`config.mk`:
```
export PLATFORM = sky130hd
export DESIGN_NAME = mc_ctrl
export DESIGN_NICKNAME = d
export VERILOG_FILES = /design/src/rtl/mc_ctrl_pkg.sv /design/src/rtl/mc_ctrl_alu_dec.sv /design/src/rtl/mc_ctrl.sv
export SDC_FILE = /design/constraint.sdc
export NUM_CORES = 1
export LEC_CHECK = 0
export ABC_AREA = 1
export CAP_MARGIN = 15
export CORE_MARGIN = 10
export CORE_UTILIZATION = 34
export DETAILED_ROUTE_END_ITERATION = 7
export GPL_ROUTABILITY_DRIVEN = 1
export PLACE_DENSITY = 0.82
export SYNTH_ARGS = -nofsm -noshare
export SYNTH_HDL_FRONTEND = slang
export SYNTH_SLANG_ARGS = --single-unit
```
`constraint.sdc`:
```
create_clock -name clk -period 1.12 [get_ports clk]
set_input_delay 0.224 -clock clk [delete_from_list [all_inputs] [get_ports clk]]
set_output_delay 0.224 -clock clk [all_outputs]
set_load 0.02 [all_outputs]
```
`src/rtl/mc_ctrl_pkg.sv`:
```
// Shared definitions for the multicycle controller: state set, RV32I opcode
// values recognised by the decoder, and the ALU / immediate select encodings.
package mc_ctrl_pkg;

  typedef enum logic [3:0] {
    FETCH,
    DECODE,
    MEMADR,
    MEMRD,
    MEMWB,
    MEMWR,
    EXEC,
    ALUWB,
    BRANCH,
    HALT
  } state_e;

  localparam logic [6:0] OP_LOAD   = 7'b0000011;
  localparam logic [6:0] OP_STORE  = 7'b0100011;
  localparam logic [6:0] OP_RTYPE  = 7'b0110011;
  localparam logic [6:0] OP_ITYPE  = 7'b0010011;
  localparam logic [6:0] OP_BRANCH = 7'b1100011;

  localparam logic [2:0] ALU_ADD = 3'b000;
  localparam logic [2:0] ALU_SUB = 3'b001;
  localparam logic [2:0] ALU_AND = 3'b010;
  localparam logic [2:0] ALU_OR  = 3'b011;
  localparam logic [2:0] ALU_SLT = 3'b101;

  localparam logic [1:0] IMM_I = 2'b00;
  localparam logic [1:0] IMM_S = 2'b01;
  localparam logic [1:0] IMM_B = 2'b10;

endpackage

```
`src/rtl/mc_ctrl_alu_dec.sv`:
```
// ALU operation decode for register and immediate arithmetic instructions.
// Only an R-type with Ins[30] set turns funct3=000 into a subtract; addi
// ignores that bit because it belongs to the immediate.
module alu_ctrl_dec
  import mc_ctrl_pkg::*;
(
  input  logic [6:0] op_i,
  input  logic [2:0] funct3_i,
  input  logic       funct75_i,
  output logic [2:0] aluCtrl_o
);

  // Map funct3 (plus Ins[30] for R-type) onto the ALU control code.
  always_comb begin
    aluCtrl_o = ALU_ADD;
    case (funct3_i)
      3'b000: begin
        if ((op_i == OP_RTYPE) && funct75_i) begin
          aluCtrl_o = ALU_SUB;
        end
      end
      3'b010:  aluCtrl_o = ALU_SLT;
      3'b110:  aluCtrl_o = ALU_OR;
      3'b111:  aluCtrl_o = ALU_AND;
      default: aluCtrl_o = ALU_ADD;
    endcase
  end

endmodule

```
`src/rtl/mc_ctrl.sv`:
```
// Multicycle RV32I subset controller. Memory accesses are handshaked with
// mem_ready; the first FETCH cycle after reset never completes so that the
// instruction register is not loaded while reset is still settling.
module mc_ctrl
  import mc_ctrl_pkg::*;
#(
  parameter bit HALT_ON_ILLEGAL = 1'b1
) (
  input  logic       clk,
  input  logic       rst,
  input  logic [6:0] Op,
  input  logic [2:0] funct3,
  input  logic       funct7_5,
  input  logic       EQ,
  input  logic       mem_ready,
  output logic       mem_req,
  output logic       MemWrite,
  output logic       AdrSrc,
  output logic       IRWrite,
  output logic       PCWrite,
  output logic       PCsrc,
  output logic       RegWrite,
  output logic       ResultSrc,
  output logic       ALUsrc,
  output logic [2:0] ALUctrl,
  output logic [1:0] ImmSrc,
  output logic       halted
);

  state_e     state_q;
  state_e     state_d;
  logic       fresh_q;
  logic [2:0] decAluCtrl;
  logic       isStore;
  logic       isImm;
  logic       brTaken;

  alu_ctrl_dec u_alu_dec (
    .op_i      (Op),
    .funct3_i  (funct3),
    .funct75_i (funct7_5),
    .aluCtrl_o (decAluCtrl)
  );

  assign isStore = (Op == OP_STORE);
  assign isImm   = (Op == OP_ITYPE);
  // Only beq/bne are supported; every other branch condition falls through.
  assign brTaken = (funct3[2:1] == 2'b00) && (funct3[0] ^ EQ);

  // State register; fresh_q marks the first cycle after reset.
  always_ff @(posedge clk) begin
    if (rst) begin
      state_q <= FETCH;
      fresh_q <= 1'b1;
    end else begin
      state_q <= state_d;
      fresh_q <= 1'b0;
    end
  end

  // Next-state sequencing through the instruction phases.
  always_comb begin
    state_d = state_q;
    case (state_q)
      FETCH:  if (mem_ready && !fresh_q) state_d = DECODE;
      DECODE: begin
        case (Op)
          OP_LOAD, OP_STORE:  state_d = MEMADR;
          OP_RTYPE, OP_ITYPE: state_d = EXEC;
          OP_BRANCH:          state_d = BRANCH;
          default:            state_d = HALT_ON_ILLEGAL ? HALT : FETCH;
        endcase
      end
      MEMADR: state_d = isStore ? MEMWR : MEMRD;
      MEMRD:  if (mem_ready) state_d = MEMWB;
      MEMWB:  state_d = FETCH;
      MEMWR:  if (mem_ready) state_d = FETCH;
      EXEC:   state_d = ALUWB;
      ALUWB:  state_d = FETCH;
      BRANCH: state_d = FETCH;
      HALT:   state_d = HALT;
      default: state_d = FETCH;
    endcase
  end

  // Datapath controls per phase; reset masks every enable but the request.
  always_comb begin
    mem_req   = 1'b0;
    MemWrite  = 1'b0;
    AdrSrc    = 1'b0;
    IRWrite   = 1'b0;
    PCWrite   = 1'b0;
    PCsrc     = 1'b0;
    RegWrite  = 1'b0;
    ResultSrc = 1'b0;
    ALUsrc    = 1'b0;
    ALUctrl   = ALU_ADD;
    ImmSrc    = IMM_I;
    halted    = 1'b0;
    if (rst) begin
      mem_req = 1'b1;
    end else begin
      case (state_q)
        FETCH: begin
          mem_req = 1'b1;
          if (mem_ready && !fresh_q) begin
            IRWrite = 1'b1;
            PCWrite = 1'b1;
          end
        end
        MEMADR: begin
          ALUsrc  = 1'b1;
          ALUctrl = ALU_ADD;
          ImmSrc  = isStore ? IMM_S : IMM_I;
        end
        MEMRD: begin
          mem_req = 1'b1;
          AdrSrc  = 1'b1;
        end
        MEMWB: begin
          RegWrite  = 1'b1;
          ResultSrc = 1'b1;
        end
        MEMWR: begin
          mem_req  = 1'b1;
          AdrSrc   = 1'b1;
          MemWrite = 1'b1;
        end
        EXEC: begin
          ALUsrc  = isImm;
          ALUctrl = decAluCtrl;
        end
        ALUWB: begin
          ALUsrc   = isImm;
          ALUctrl  = decAluCtrl;
          RegWrite = 1'b1;
        end
        BRANCH: begin
          ALUctrl = ALU_SUB;
          ImmSrc  = IMM_B;
          PCsrc   = brTaken;
          PCWrite = brTaken;
        end
        HALT: halted = 1'b1;
        default: halted = 1'b0;
      endcase
    end
  end

endmodule
```
==> results.txt <==
Hold Path Stages - 5
Mapped Cells - 101
hold endpoint - state_q[3]
Synth top area share - 0.178
drt wl/cell - 15.3 um
CP Buf/Inv Count - 3
Worst EP required - 0.90 ns
crit-path cells - nor2_4 -> inv_2 -> nor2_2 -> nand4_1 -> buf_4 -> nor2_4 -> buf_6
total of max-cap violations - 0
layout cells sized above 1 - 0.599
drt total wl - 2.73 mm
vias in the first global route - 880
count of final setup violators - 19
IO Port Bufs - 29
worst slew pin tran - 0.256 ns
Final WS setup - -0.533 ns
Area Overhead vs Synth - 134%
first-pass GRT wire length - 4.15 mm
Post-Synthesis Cell Area - 563 um2
Die Span Y - 60.7 um
WP data arrival - 1.43 ns
Syn Area/Cell - 5.57 um2
leakage - 0.583 nW
CTS tree - done
total global routing overflow - 0
Max FO, Critical Path - 3
failing checks - setup timing
Design Area, Final - 1320 um2
Synth Register Bits - 5
CP endpoint kind - primary output
Starting Density - 0.365
commonest non-fill, non-tap cell in the layout - buf_4
CP dominant cell by count - nor2_4
Overall Power - 0.00103 W
worst r2r src - state_q[1]
Reg2Reg Setup Slack - -0.23 ns
gpl congestion - 0.828
Highest Clock Rate - 0.605 GHz
CP peak stage delay - 0.36 ns
Via density - 5.11
Skew-Pair Late Insertion Delay - 0.26 ns
min-delay src - Op[2]
# IOs - 30
Post-DRT Antenna Nets - 0
Num CTS Buffers - 3
setup_tns - -6.81 ns
DRC - 0
Hold WC Path Type - in -> reg
worst reg2reg path depth - 9
Tcrit/Tclk final - 1.48
Setup crit start kind - flop
unrepaired setup endpoints after global routing - true
htree depth - 1
Distinct cells, synth - 23
largest net degree at the start of global routing - 12
Worst VDD drop - 0.764 mV
terminus of the critical flop-to-flop path - state_q[2]
via count - 910
placed inst area - 1140 um2
clock slew at reported path FFs - 0.05 ns
Power per Cell Area - 787 nW/um2
Rows - 14
Ant. Diodes - 0
DR pass1 iterations - 4
CTS Buffer Depth - 2
top cell family by delay on the critical path - simple AND/OR/NAND/NOR gates
Slew headroom - 0.828
status - finished, violations left
Core Region - 1540 um2
YS warnings - 0
initial antenna violation count - 0
full die area - 3680 um2
fraction of the yosys area taken by sequential cells - 0.178
Layout Nets - 178
gr usage total - 0.148
Final Hold Vio Count - 0
FILL cells - 94
syn nets - 116
Starting DRT DRC Count - 25
Max Slew Vio Count - 0
Synth area leader - dfxtp_1
clock skew - 0.00175 ns
Area contributors post-synth - dfxtp_1 (18%), nand2_1 (14%), nor2_1 (13%)
Die W - 60.7 um
Slowest-stage cell, CP - dfxtp_4
Detailed Place HPWL - 2.03 mm
min cycle time layout - 1.65 ns
most frequent cells in the layout - buf_4 (29), nand2_1 (17), buf_6 (15)
Setup CP Type - reg -> out
CTS root buffer - clkbuf_4
CTS sink count - 5
-- registers in the layout (all words and copies together), names as in the netlist --
signal   cells
state_q      4
fresh_q      1
-- per-stage QoR --
stage	std cells	hold slack, ns	utilization	setup WS, ns
final	178	0.519	0.853	-0.533
after global routing	178	0.550	0.853	-0.594
after CTS	175	0.532	0.808	-0.487
after detailed placement	169	0.730	0.739	-1.08
after global placement	169	0.705	0.739	-1.01
after floorplan	101	0.252	-	-0.154
-- worst max path at each step --
| stage | start | to | slack (ns) | cells past startpoint |
|---|---|---|---|---|
| final | state_q[1] | PCsrc | -0.53 | 7 |
| after floorplan | state_q[2] | PCWrite | -0.15 | 5 |
| after global placement | Op[1] | ALUctrl[0] | -1.01 | 10 |
| after detailed placement | Op[0] | ALUctrl[0] | -1.08 | 10 |
| after global routing | state_q[1] | PCsrc | -0.59 | 7 |
| after CTS | state_q[3] | ALUctrl[2] | -0.49 | 8 |
-- logic make-up (layout without fill, tap and decap cells) --
logic type / Yosys count / after routing / synth area share
AO/OA/AOI/OAI: 13 / 13 / 0.136
buffers and inverters: 18 / 79 / 0.120
flip-flops: 5 / 5 / 0.178
AND/OR/NAND/NOR: 65 / 65 / 0.567
-- repair_timing --
item | 4_1_cts | 5_1_grt
gates resized for setup | 116 | 16
setup buffers | 2 | 3
pin swaps | 18 | 12
setup endpoints to repair | 19 | 19
hold buffers | 0 | 0
-- synth_stat cells, drive strengths merged --
library cell / count
dfxtp: 5
nand3b: 1
o22ai: 1
nor3: 2
a211oi: 1
buf: 1
a21oi: 5
o21ai: 6
nand2: 24
nor2: 25
and3: 1
nor4: 1
nand4: 1
inv: 17
nand3: 10
-- final cells by class --
cell class	instances	area, um2	area share
clock buffers	4	26.3	0.0200
flip-flops and latches	5	115	0.0875
well taps	16	20.0	0.0152
multi-input cells	78	562	0.427
repair buffers	58	518	0.394
inverters	17	73.8	0.0561
-- worst min-delay path: cells and delay by family --
kind            cells  cell delay (ns)
buf+inv             1             0.17
simple gates        2             0.15
compound gates      2             0.20
-- power by group --
group | switching [W] | total (W) | internal (W)
logic | 0.000310 | 0.000581 | 0.000271
registers | 0.0000272 | 0.000225 | 0.000198
clock network | 0.0000928 | 0.000229 | 0.000136
total | 0.000430 | 0.00103 | 0.000605
-- layer usage --
metal | routed length (um) | vias up | GRT usage
li1 | - | 444 | -
met5 | 0 | - | 0
met4 | 58 | 0 | 0.0564
met1 | 1030 | 418 | 0.153
met2 | 1390 | 42 | 0.263
met3 | 250 | 6 | 0.0543
No activity file was read; power rests on OpenSTA's default activity.
